[src/rtl/clk_div_pkg.sv]
// Shared definitions for the run-time clock divider controller.
// Contents:
//   DIV_W   - default datapath width for ratios and counters
//   DIV_MIN - smallest legal divide ratio
//   state_e - controller FSM encoding
package clk_div_pkg;

    localparam int unsigned DIV_W   = 32;
    localparam int unsigned DIV_MIN = 2;

    typedef enum logic [1:0] {
        StIdle = 2'd0,
        StRun  = 2'd1,
        StStop = 2'd2
    } state_e;

endpackage

[src/rtl/clk_div_ctrl_if.sv]
// Ratio configuration channel for clk_div_ctrl.
// Signals:
//   cfg_n     - requested divide ratio (master -> slave)
//   cfg_valid - cfg_n valid this cycle (master -> slave)
//   cfg_ready - slave can take a ratio this cycle (slave -> master)
//   cfg_err   - one-cycle pulse, last accepted ratio was illegal (slave -> master)
interface clk_div_ctrl_if
    import clk_div_pkg::*;
#(
    parameter int unsigned W = DIV_W
);
    logic [W-1:0] cfg_n;
    logic         cfg_valid;
    logic         cfg_ready;
    logic         cfg_err;

    modport master (
        output cfg_n,
        output cfg_valid,
        input  cfg_ready,
        input  cfg_err
    );

    modport slave (
        input  cfg_n,
        input  cfg_valid,
        output cfg_ready,
        output cfg_err
    );
endinterface

[src/rtl/clk_div_core.sv]
// Divider datapath: period counter, high-phase compare and registered outputs.
// Ports:
//   clk_i, rst_ni - clock, asynchronous active-low reset
//   start_i       - begin the first period next cycle (from IDLE)
//   active_i      - counter is running (RUN or STOP)
//   restart_i     - at a boundary, begin a new period; otherwise drain to idle
//   cur_n_i       - ratio in effect for the current period
//   boundary_o    - last cycle of the current period
//   clk_out_o     - registered divided clock
//   tick_o        - one-cycle pulse with each clk_out_o rising edge
module clk_div_core
    import clk_div_pkg::*;
#(
    parameter int unsigned W = DIV_W
) (
    input  logic         clk_i,
    input  logic         rst_ni,
    input  logic         start_i,
    input  logic         active_i,
    input  logic         restart_i,
    input  logic [W-1:0] cur_n_i,
    output logic         boundary_o,
    output logic         clk_out_o,
    output logic         tick_o
);

    logic [W-1:0] cnt_q, cnt_d, cnt_inc;
    logic [W:0]   half;
    logic         clk_out_q, clk_out_d;
    logic         tick_q, tick_d;

    // One extra bit so that (N+1) cannot wrap for N near the top of the range.
    assign half       = ({1'b0, cur_n_i} + {{W{1'b0}}, 1'b1}) >> 1;
    assign cnt_inc    = cnt_q + W'(1);
    assign boundary_o = active_i && (cnt_q == cur_n_i - W'(1));

    always_comb begin
        cnt_d     = '0;
        clk_out_d = 1'b0;
        tick_d    = 1'b0;
        if (start_i) begin
            clk_out_d = 1'b1;
            tick_d    = 1'b1;
        end else if (active_i) begin
            if (boundary_o) begin
                // New period starts at cnt=0, which is always in the high phase.
                clk_out_d = restart_i;
                tick_d    = restart_i;
            end else begin
                cnt_d     = cnt_inc;
                clk_out_d = {1'b0, cnt_inc} < half;
            end
        end
    end

    always_ff @(posedge clk_i or negedge rst_ni) begin
        if (!rst_ni) begin
            cnt_q     <= '0;
            clk_out_q <= 1'b0;
            tick_q    <= 1'b0;
        end else begin
            cnt_q     <= cnt_d;
            clk_out_q <= clk_out_d;
            tick_q    <= tick_d;
        end
    end

    assign clk_out_o = clk_out_q;
    assign tick_o    = tick_q;

endmodule

[src/rtl/clk_div_ctrl.sv]
// Run-time controller for the system clock divider. Holds the active ratio,
// accepts new ratios over a valid/ready channel and applies them only at a
// period boundary, and sequences start/stop with a drain to end of period.
// Ports:
//   clk_i, rst_ni - clock, asynchronous active-low reset
//   en_i          - run request (level)
//   cfg           - ratio configuration channel (slave side)
//   clk_out_o     - divided clock, registered
//   tick_o        - one-cycle pulse at each divided rising edge
//   busy_o        - high in RUN or STOP
//   cur_n_o       - ratio currently in effect
module clk_div_ctrl
    import clk_div_pkg::*;
#(
    parameter int unsigned W         = DIV_W,
    parameter int unsigned DEFAULT_N = 32'd67108864
) (
    input  logic          clk_i,
    input  logic          rst_ni,
    input  logic          en_i,
    clk_div_ctrl_if.slave cfg,
    output logic          clk_out_o,
    output logic          tick_o,
    output logic          busy_o,
    output logic [W-1:0]  cur_n_o
);

    state_e       state_q, state_d;
    logic [W-1:0] cur_n_q, cur_n_d;
    logic [W-1:0] pend_n_q, pend_n_d;
    logic         pend_valid_q, pend_valid_d;
    logic         cfg_err_q, cfg_err_d;
    logic         start, active, restart, boundary;
    logic         xfer, legal;

    // FSM state register
    always_ff @(posedge clk_i or negedge rst_ni) begin
        if (!rst_ni) begin
            state_q <= StIdle;
        end else begin
            state_q <= state_d;
        end
    end

    // FSM next state
    always_comb begin
        state_d = state_q;
        unique case (state_q)
            StIdle: if (en_i) state_d = StRun;
            StRun:  if (!en_i) state_d = StStop;
            StStop: begin
                if (en_i) begin
                    state_d = StRun;
                end else if (boundary) begin
                    state_d = StIdle;
                end
            end
            default: state_d = StIdle;
        endcase
    end

    // FSM outputs
    always_comb begin
        start   = (state_q == StIdle) && en_i;
        active  = (state_q == StRun) || (state_q == StStop);
        // RUN always continues into a new period; STOP continues only if re-enabled.
        restart = (state_q == StRun) || en_i;
        busy_o  = active;
    end

    // Ratio handshake and pending slot
    assign cfg.cfg_ready = !pend_valid_q;
    assign xfer          = cfg.cfg_valid && !pend_valid_q;
    assign legal         = cfg.cfg_n >= W'(DIV_MIN);

    always_comb begin
        cur_n_d      = cur_n_q;
        pend_n_d     = pend_n_q;
        pend_valid_d = pend_valid_q;
        cfg_err_d    = xfer && !legal;
        if (state_q == StIdle) begin
            // A ratio accepted in the final STOP boundary lands here in the slot.
            if (pend_valid_q) begin
                cur_n_d      = pend_n_q;
                pend_valid_d = 1'b0;
            end else if (xfer && legal) begin
                cur_n_d = cfg.cfg_n;
            end
        end else begin
            if (boundary && pend_valid_q) begin
                cur_n_d      = pend_n_q;
                pend_valid_d = 1'b0;
            end
            // Slot is empty whenever xfer is possible, so filling wins over clearing.
            if (xfer && legal) begin
                pend_n_d     = cfg.cfg_n;
                pend_valid_d = 1'b1;
            end
        end
    end

    always_ff @(posedge clk_i or negedge rst_ni) begin
        if (!rst_ni) begin
            cur_n_q      <= W'(DEFAULT_N);
            pend_n_q     <= '0;
            pend_valid_q <= 1'b0;
            cfg_err_q    <= 1'b0;
        end else begin
            cur_n_q      <= cur_n_d;
            pend_n_q     <= pend_n_d;
            pend_valid_q <= pend_valid_d;
            cfg_err_q    <= cfg_err_d;
        end
    end

    assign cfg.cfg_err = cfg_err_q;
    assign cur_n_o     = cur_n_q;

    clk_div_core #(
        .W (W)
    ) u_core (
        .clk_i      (clk_i),
        .rst_ni     (rst_ni),
        .start_i    (start),
        .active_i   (active),
        .restart_i  (restart),
        .cur_n_i    (cur_n_q),
        .boundary_o (boundary),
        .clk_out_o  (clk_out_o),
        .tick_o     (tick_o)
    );

endmodule

[src/flat_wrapper.sv]
// flat-port wrapper written by rule: the top's interface ports become plain ports
module clk_div_ctrl_flat import clk_div_pkg::*;
#(
    parameter int unsigned W         = DIV_W,
    parameter int unsigned DEFAULT_N = 32'd67108864
)
  (clk_i, rst_ni, en_i, clk_out_o, tick_o, busy_o, cur_n_o, cfg_cfg_n, cfg_cfg_valid, cfg_cfg_ready, cfg_cfg_err);
  clk_div_ctrl_if #(.W(W)) cfg_i ();
  input  logic clk_i;
  input  logic rst_ni;
  input  logic en_i;
  output logic clk_out_o;
  output logic tick_o;
  output logic busy_o;
  output logic [W-1:0] cur_n_o;
  input wire logic [$bits(cfg_i.cfg_n)-1:0] cfg_cfg_n;
  input wire logic [$bits(cfg_i.cfg_valid)-1:0] cfg_cfg_valid;
  output wire logic [$bits(cfg_i.cfg_ready)-1:0] cfg_cfg_ready;
  output wire logic [$bits(cfg_i.cfg_err)-1:0] cfg_cfg_err;
  assign cfg_i.cfg_n = cfg_cfg_n;
  assign cfg_i.cfg_valid = cfg_cfg_valid;
  assign cfg_cfg_ready = cfg_i.cfg_ready;
  assign cfg_cfg_err = cfg_i.cfg_err;
  clk_div_ctrl #(.W(W), .DEFAULT_N(DEFAULT_N)) u_core (.clk_i(clk_i), .rst_ni(rst_ni), .en_i(en_i), .cfg(cfg_i), .clk_out_o(clk_out_o), .tick_o(tick_o), .busy_o(busy_o), .cur_n_o(cur_n_o));
endmodule
[config.mk]
export PLATFORM = sky130hd
export DESIGN_NAME = clk_div_ctrl_flat
export DESIGN_NICKNAME = d
export VERILOG_FILES = /design/src/rtl/clk_div_pkg.sv /design/src/rtl/clk_div_ctrl_if.sv /design/src/rtl/clk_div_core.sv /design/src/rtl/clk_div_ctrl.sv /design/src/flat_wrapper.sv
export SDC_FILE = /design/constraint.sdc
export NUM_CORES = 1
export LEC_CHECK = 0
export CAP_MARGIN = 10
export CORE_UTILIZATION = 46
export CTS_CLUSTER_DIAMETER = 100
export CTS_CLUSTER_SIZE = 28
export DETAILED_ROUTE_END_ITERATION = 8
export GPL_TIMING_DRIVEN = 0
export PLACE_DENSITY = 0.77
export SYNTH_ARGS = -nofsm -noshare
export SYNTH_HDL_FRONTEND = slang
export SYNTH_SLANG_ARGS = --single-unit
export TNS_END_PERCENT = 5
[constraint.sdc]
create_clock -name clk_i -period 3.2 [get_ports clk_i]
set_input_delay 0.48 -clock clk_i [delete_from_list [all_inputs] [get_ports clk_i]]
set_output_delay 0.48 -clock clk_i [all_outputs]
set_load 0.01 [all_outputs]
==> results.md, run 1 <==
### Route
• **Initial DRT Pass Iterations** 5
• **post-detailed-routing wire length** 20200 um
• **DRT antenna net count** 0
• **vias per std cell** 5.74
• **residual DRC count** 0
• **wire length per cell after detailed routing** 18.2 um
• **initial drt markers** 458
• **via total after detailed routing** 6368

### Yosys
• **post-synthesis cell area** 7470 sq um
• **fraction of the yosys area taken by sequential cells** 34.2%
• **cells after synthesis** 753
• **Post-Syn Area per Cell** 9.92 sq um
• **distinct cell type count of the synthesized netlist** 67
• **primary flip-flop cell chosen by synthesis mapping** sky130_fd_sc_hd__dfrtp_1
• **nets in the synthesized netlist** 827
• **number of synthesized register bits** 102
• **yosys synthesis warning count** 0
• **share of synthesized registers carrying an async set or reset** 100%
• **number of flops mapped to enable cells by yosys** 0

### CTS
• **worst-skew pair later-pin latency** 0.37 ns
• **CTS tree** done
• **clock root buffer master** sky130_fd_sc_hd__clkbuf_16
• **total of hold buffers inserted after clock tree synthesis** 0
• **CTS sink count** 102
• **Inserted Clock Buffers** 9
• **number of levels the H-tree was split into** 3
• **clock slew at the register clock pins of the worst setup and hold paths** 0.08 ns
• **worst-case clock buffer depth** 2

### Timing
• **pins over their slew limit** 0
• **Final Cycle Share** 110%
• **Clock Skews** 0.0134 ns
• **Setup violations, final** 67
• **sum of negative setup slack** -16.77 ns
• **slew at the pin with the worst max-slew slack** 0.818 ns
• **min setup slack post-route** -0.307 ns
• **Max Clk Rate** 285 MHz
• **unrepaired setup endpoints after global routing** true
• **time the worst path needs with I/O delays and setup** 3.51 ns
• **worst slew slack as a fraction of its limit** 45.4%
• **final hold violations** 0

### Power
• **power density over the cells** 943 nW/um^2
• **switch share** 40.4%
• **Clk pwr share** 12.9%
• **total power after layout** 9.28 mW
• **portion of total power attributed to combinational logic** 63.0%
• **static leakage power** 4.09 nW
• **part of the total power dissipated in sequential elements** 24.0%
• **switching power** 3.75 mW
• **Internal Power** 5.53 mW
• **Max IR drop VDD** 0.703 mV

### Flow run
• **max-cap check violation count** 0

### Layout
• **# nets final** 963
• **Non-Filler Instances** 1110
• **share of cells above drive strength 1** 31.4%
• **layout overhead on the synthesized area** 31.7%
• **leading cell type in the layout, fill and taps excluded** sky130_fd_sc_hd__dfrtp_1
• **commonest non-fill, non-tap cells in the layout** sky130_fd_sc_hd__dfrtp_1 (84), sky130_fd_sc_hd__clkdlybuf4s50_1 (71), sky130_fd_sc_hd__mux2_2 (61), sky130_fd_sc_hd__buf_4 (60), sky130_fd_sc_hd__nor2_1 (51)
• **post-route core utilization** 61.9%
• **diode insertion count for antenna repair** 0

### Die
• **number of placed I/O pins** 73
• **die outline area** 16800 sq um
• **floorplan die height** 129 um
• **effective utilization at floorplan** 47.0%
• **core footprint** 15900 sq um
• **# rows** 46
• **die outline width** 129 um

### GRT
• **global-route wire length before repair** 31700 um
• **largest net degree at the start of global routing** 63
• **grt total ovfl** 0
• **initial antenna violation count** 0
• **Total Routing Usage GR** 24.7%
• **via count of the first global-routing pass** 6243

### Run status
• **status** complete, but fails checks
• **violations in the final reports** negative setup slack

### Setup path
• **data arrival time of the critical path** 3.76 ns
• **CP Data Required Time** 3.45 ns
• **startpoint type of the worst setup path** register
• **Worst setup EP type** register
• **category of the critical setup timing path** reg2reg
• **Crit Path Max Fanout** 6

### Placed design
• **Buffers on Ports** 72
• **post-DP HPWL** 13900 um
• **placer's final routability congestion estimate** 0.899
• **placed instance count** 1042

### Worst hold path
• **worst min-delay path class** in2async

==> routing by layer <==
layer / up-vias / wire [um] / track usage [%]
li1: 2982 / - / -
met1: 3110 / 8930 / 31.8
met2: 203 / 9520 / 40.2
met3: 73 / 868 / 3.55
met4: 0 / 909 / 14.0
met5: - / 0 / 0
==> cell usage after synthesis (all sizes together) (8+ instances only) <==
| library cell | n | area (sq um) |
|---|---|---|
| clkbuf | 26 | 97.6 |
| buf | 22 | 174 |
| xor2 | 42 | 368 |
| mux2 | 85 | 1050 |
| and3 | 17 | 106 |
| nand4 | 18 | 113 |
| nand2 | 48 | 180 |
| nor2 | 54 | 203 |
| mux2i | 14 | 140 |
| dfrtp | 101 | 2530 |
| nor2b | 33 | 206 |
| xnor2 | 50 | 438 |
| o21ai | 9 | 45.0 |
| nand3 | 35 | 180 |
| a21oi | 10 | 61.3 |
| inv | 18 | 67.6 |
| ha | 38 | 475 |
| nor3 | 15 | 85.1 |
| a21o | 8 | 60.1 |
| nor4 | 26 | 196 |
==> cells by family after synthesis <==
kind of cell | count (synthesis) | share of synthesized area (%)
compound gates | 74 | 7.25
xor+xnor | 92 | 10.8
fa+ha+maj | 38 | 6.36
buf+inv | 66 | 4.54
flops | 102 | 34.2
mux | 99 | 15.9
simple gates | 282 | 21.0
==> path summary, 6_finish.rpt <==
kind	cells after the start	to	startpoint	slack (ns)
max in group asynchronous	2	u_core.u_core.cnt_q[11]	rst_ni	2.30
min	1	u_core.pend_n_q[3]	rst_ni	0.19
min in group clk_i	1	u_core.pend_n_q[31]	u_core.pend_n_q[31]	0.51
min reg2reg	1	u_core.pend_n_q[31]	u_core.pend_n_q[31]	0.51
max	11	u_core.cur_n_o[9]	u_core.cur_n_o[21]	-0.31
max reg2reg	11	u_core.cur_n_o[9]	u_core.cur_n_o[21]	-0.31
==> layout make-up <==
cell class                      instances  area [sq um]
Buffer                                 39           363
Clock buffer                           10           239
Clock inverter                          6          86.3
Fill cell                            1228          6040
Inverter                               18          72.6
Multi-Input combinational cell        585          4980
Sequential cell                       102          2570
Tap cell                              216           270
Timing Repair Buffer                  134          1250
==> state kept, by name, indices dropped and copies added (netlist names) <==
register / flops
u_core.u_core.clk_out_o: 1
u_core.state_q: 2
u_core.u_core.cnt_q: 32
u_core.pend_n_q: 32
u_core.cur_n_o: 32
u_core.u_core.tick_o: 1
u_core.cfg.cfg_err: 1
u_core.pend_valid_q: 1
==> power groups by stage <==
stage | registers [mW] | logic, mW | clock network (mW)
floorplan | 2.16 | 3.45 | 0
global route | 2.28 | 6.23 | 1.26
global placement | 2.18 | 4.77 | 0
CTS | 2.18 | 5.52 | 1.21
detailed placement | 2.18 | 4.85 | 0
finish | 2.23 | 5.85 | 1.20
==> metrics by stage <==
stage / setup slack (ns) / instance area (sq um) / hold WS (ns)
2_1_floorplan: -0.156 / 7570 / 0.184
3_5_place_dp: -0.985 / 8580 / 0.485
6_report: -0.307 / 9840 / 0.187
5_1_grt: -0.368 / 9840 / 0.264
4_1_cts: -0.217 / 9480 / 0.221
3_3_place_gp: -2.64 / 8560 / 0.481
==> critical path: stages, from the launching register on <==
cell and delay (ns):
sky130_fd_sc_hd__dfrtp_1 0.40, sky130_fd_sc_hd__clkbuf_8 0.14, sky130_fd_sc_hd__or4_4 0.57, sky130_fd_sc_hd__nor3b_4 0.32, sky130_fd_sc_hd__a32o_2 0.25, sky130_fd_sc_hd__nand3_2 0.09
sky130_fd_sc_hd__nor4b_2 0.30, sky130_fd_sc_hd__or4b_4 0.55, sky130_fd_sc_hd__a21oi_4 0.17, sky130_fd_sc_hd__buf_12 0.16, sky130_fd_sc_hd__clkbuf_16 0.15, sky130_fd_sc_hd__mux2_4 0.29
==> what timing repair did <==
item | CTS | global route
setup buffers | 35 | 24
gates cloned | 1 | 1
endpoints found under the setup margin | 67 | 69
pin swaps | 25 | 20
gates resized for setup | 79 | 45
(Power assumes the default switching activity.)
==> run 2, diff against run 1 <==
--- a/config.mk
+++ b/config.mk
@@ -5,6 +5,7 @@
 export SDC_FILE = /design/constraint.sdc
 export NUM_CORES = 1
 export LEC_CHECK = 0
+export ABC_AREA = 1
 export CAP_MARGIN = 10
 export CORE_UTILIZATION = 46
 export CTS_CLUSTER_DIAMETER = 100
==> run 2 against run 1 <==
Compared with the run above: the flow still finishes with violations (negative setup slack); routed wire length rose by 10%; sequential cell count unchanged; clock skew increased by 0.0028 ns; sequential share of layout area is 0.19 points lower; register-to-register slack better by 0.08 ns; design area increased by 0.38%; via count up 19%; critical endpoint is now u_core.u_core.clk_out_o.
==> results.md, run 2 <==
### Route
• **DRT antenna net count** 0, unchanged
• **vias per std cell** 5.25, -8.5%
• **residual DRC count** 0, unchanged
• **via total after detailed routing** 7577, +19%
• **initial drt markers** 557, +22%
• **post-detailed-routing wire length** 22300 um, +10%
• **Initial DRT Pass Iterations** 6, +1
• **wire length per cell after detailed routing** 15.4 um, -15%

### Timing
• **Max Clk Rate** 292 MHz, +2.3%
• **sum of negative setup slack** -0.227 ns, +16.54 ns
• **worst slew slack as a fraction of its limit** 52.2%, +6.7 points
• **unrepaired setup endpoints after global routing** true
• **Clock Skews** 0.0163 ns, +0.00285 ns
• **Final Cycle Share** 107%, -2.5 points
• **slew at the pin with the worst max-slew slack** 0.717 ns, -0.101 ns
• **Setup violations, final** 1, -99%
• **pins over their slew limit** 0, unchanged
• **final hold violations** 0, unchanged
• **time the worst path needs with I/O delays and setup** 3.43 ns, -0.0800 ns
• **min setup slack post-route** -0.227 ns, +0.0800 ns

### CTS
• **CTS tree** done
• **worst-case clock buffer depth** 2, unchanged
• **clock slew at the register clock pins of the worst setup and hold paths** 0.08 ns, about the same
• **Inserted Clock Buffers** 9, unchanged
• **clock root buffer master** sky130_fd_sc_hd__clkbuf_16
• **number of levels the H-tree was split into** 3, unchanged
• **CTS sink count** 102, unchanged
• **worst-skew pair later-pin latency** 0.37 ns, about the same

### GRT
• **via count of the first global-routing pass** 7205, +15%
• **GR met3 Demand/Resource** 3.61%, +0.064 points
• **met2 Use GR** 42.4%, +2.2 points
• **GRT busiest layer** met2
• **grt total ovfl** 0, unchanged
• **global-route wire length before repair** 34900 um, +10%
• **initial antenna violation count** 0, unchanged
• **global-route met1 utilization** 31.9%, +0.19 points
• **Total Routing Usage GR** 25.0%, +0.25 points
• **largest net degree at the start of global routing** 69, +9.5%

### Yosys
• **share of synthesized registers carrying an async set or reset** 100%, unchanged
• **post-synthesis cell area** 7920 sq um, +6.0%
• **synth cell count leaders** sky130_fd_sc_hd__nand2_1 (324), sky130_fd_sc_hd__inv_1 (135), sky130_fd_sc_hd__nor2_1 (127), sky130_fd_sc_hd__dfrtp_1 (101), sky130_fd_sc_hd__xor2_1 (52)
• **most frequently used cell type in the post-synthesis netlist** sky130_fd_sc_hd__nand2_1
• **Post-Syn Area per Cell** 7.22 sq um, -27%
• **yosys synthesis warning count** 0, unchanged
• **main area contributors after synthesis** sky130_fd_sc_hd__dfrtp_1 (32%), sky130_fd_sc_hd__nand2_1 (15%), sky130_fd_sc_hd__inv_1 (6.4%), sky130_fd_sc_hd__nor2_1 (6.0%), sky130_fd_sc_hd__ha_1 (6.0%)
• **number of synthesized register bits** 102, unchanged
• **distinct cell type count of the synthesized netlist** 41, -39%
• **primary flip-flop cell chosen by synthesis mapping** sky130_fd_sc_hd__dfrtp_1
• **nets in the synthesized netlist** 1171, +42%
• **cells after synthesis** 1097, +46%
• **proportion of netlist area held by the largest area contributor** 31.9%, -1.9 points
• **cell accounting for the most synthesized area** sky130_fd_sc_hd__dfrtp_1
• **number of flops mapped to enable cells by yosys** 0, unchanged
• **fraction of the yosys area taken by sequential cells** 32.2%, -1.9 points

### Die
• **number of placed I/O pins** 73, unchanged
• **die outline area** 17700 sq um, +5.9%
• **floorplan die height** 133 um, +2.9%
• **effective utilization at floorplan** 47.4%, +0.38 points
• **core footprint** 16700 sq um, +5.1%
• **# rows** 47, +2.2%
• **die outline width** 133 um, +2.9%

### Layout
• **commonest non-fill, non-tap cells in the layout** sky130_fd_sc_hd__nand2_1 (316), sky130_fd_sc_hd__inv_1 (131), sky130_fd_sc_hd__nor2_1 (118), sky130_fd_sc_hd__dfrtp_1 (91), sky130_fd_sc_hd__clkdlybuf4s50_1 (71)
• **FILL cells** 1469, +20%
• **diode insertion count for antenna repair** 0, unchanged
• **sequential cell area in the final layout** 2570 sq um, -0.34%
• **# nets final** 1292, +34%
• **layout overhead on the synthesized area** 24.7%
• **leading cell type in the layout, fill and taps excluded** sky130_fd_sc_hd__nand2_1
• **share of cells above drive strength 1** 16.0%, -15 points
• **total non-filler cell area in the finished layout** 9880 sq um, +0.38%
• **area of combinational cells with multiple inputs** 4940 sq um, -0.80%

### Setup path
• **CP Data Required Time** 3.46 ns, about the same
• **Worst setup EP type** register
• **reg2reg setup slack** -0.23 ns, +0.08 ns
• **reg2reg start** u_core.u_core.cnt_q[0]
• **startpoint type of the worst setup path** register
• **category of the critical setup timing path** reg2reg
• **data arrival time of the critical path** 3.69 ns, -0.07 ns
• **Crit Path Max Fanout** 3, -3
• **capturing point of the worst reg2reg path** u_core.u_core.clk_out_o
• **number of cell instances on the worst register-to-register path** 19, +8

### Worst hold path
• **worst min-delay path class** in2async

### Flow run
• **max-cap check violation count** 0, unchanged

### Power
• **static leakage power** 4.93 nW, +21%
• **power density over the cells** 828 nW/um^2, -12%
• **total power after layout** 8.18 mW, -12%
• **Max IR drop VDD** 0.502 mV, -29%

### Placed design
• **Buffers on Ports** 72, unchanged
• **placer's final routability congestion estimate** 0.929, +3.4%
• **post-placement cell area** 8940 sq um, +4.2%
• **post-DP HPWL** 16100 um, +16%

### Run status
• **violations in the final reports** negative setup slack
• **status** complete, but fails checks

[run 2: per-stage QoR]
stage	hold slack [ns]	worst slack [ns]	cells	util (%)
after global placement	0.452	-2.34	1389	53.4
after global routing	0.107	-0.410	1443	59.1
final	0.0760	-0.227	1443	59.1
after floorplan	0.184	0.0246	1097	-
after detailed placement	0.458	-0.634	1390	53.5
after CTS	0.0977	-0.264	1426	57.3
[run 2: how the worst max path moves through the flow]
stage	end	depth (start not counted)	startpoint	slack, ns
2_1_floorplan	u_core.u_core.clk_out_o	22	u_core.cur_n_o[0]	0.02
3_3_place_gp	u_core.cfg.cfg_err	1	rst_ni	-2.34
3_5_place_dp	u_core.u_core.clk_out_o	22	u_core.cur_n_o[0]	-0.63
4_1_cts	u_core.u_core.clk_out_o	17	u_core.cur_n_o[0]	-0.26
5_1_grt	u_core.u_core.clk_out_o	20	u_core.u_core.cnt_q[2]	-0.41
6_report	u_core.u_core.clk_out_o	19	u_core.u_core.cnt_q[0]	-0.23
[run 2: cell type report]
cell class              count  share of cell area, %
multi-input cells         822                   50.0
flip-flops and latches    102                   26.0
repair buffers            113                   10.7
inverters                 135                   5.13
well taps                 220                   2.79
clock buffers              10                   2.42
plain buffers              35                   2.19
clock inverters             6                  0.735
[run 2: report_power, final]
group	internal (mW)	switching [mW]	leakage [nW]
clock	0.579	0.578	0.153
combinational	1.93	2.93	3.46
sequential	1.73	0.431	1.31
total	4.24	3.94	4.93
[run 2: cell families (layout without fill, tap and decap cells)]
family / count (synthesis) / count (layout) / synth area share, %
xor gates and xnor gates: 71 / 71 / 8.39
and+or+nand+nor: 607 / 607 / 33.7
DFF: 102 / 102 / 32.2
muxes: 32 / 32 / 4.04
adders and majority gates: 38 / 38 / 6.00
buffers and inverters: 173 / 299 / 9.21
AOI/OAI and AO/OA: 74 / 74 / 6.40
[run 2: timing repair]
item | in CTS | in global routing
hold buffers | 0 | 0
resized for setup | 37 | 45
endpoints found under the setup margin | 1 | 25
setup buffers | 22 | 19
pin swaps | 26 | 39
[run 2: worst max-delay path: stages, from the launching register on]
cell                      delay [ns]
sky130_fd_sc_hd__dfrtp_2        0.44
sky130_fd_sc_hd__nand3_4        0.12
sky130_fd_sc_hd__nor3_4         0.17
sky130_fd_sc_hd__nand3_2        0.15
sky130_fd_sc_hd__nor3_4         0.16
sky130_fd_sc_hd__nand2_2        0.11
sky130_fd_sc_hd__nor2_4         0.17
sky130_fd_sc_hd__nand2_4        0.08
sky130_fd_sc_hd__nor2_4         0.15
sky130_fd_sc_hd__nand3_1        0.14
sky130_fd_sc_hd__xor2_2         0.22
sky130_fd_sc_hd__inv_1          0.07
sky130_fd_sc_hd__ha_1           0.31
sky130_fd_sc_hd__nand4_1        0.17
sky130_fd_sc_hd__inv_1          0.11
sky130_fd_sc_hd__nand4_1        0.19
sky130_fd_sc_hd__nor4b_2        0.26
sky130_fd_sc_hd__nand2_1        0.13
sky130_fd_sc_hd__nand3_1        0.11
sky130_fd_sc_hd__a21oi_1        0.07
[run 2: layer usage]
| metal | share of wire, % | routed length (um) |
|---|---|---|
| met1 | 43 | 9480 |
| met2 | 48 | 10800 |
| met3 | 5.5 | 1230 |
| met4 | 3.5 | 775 |
| met5 | 0 | 0 |
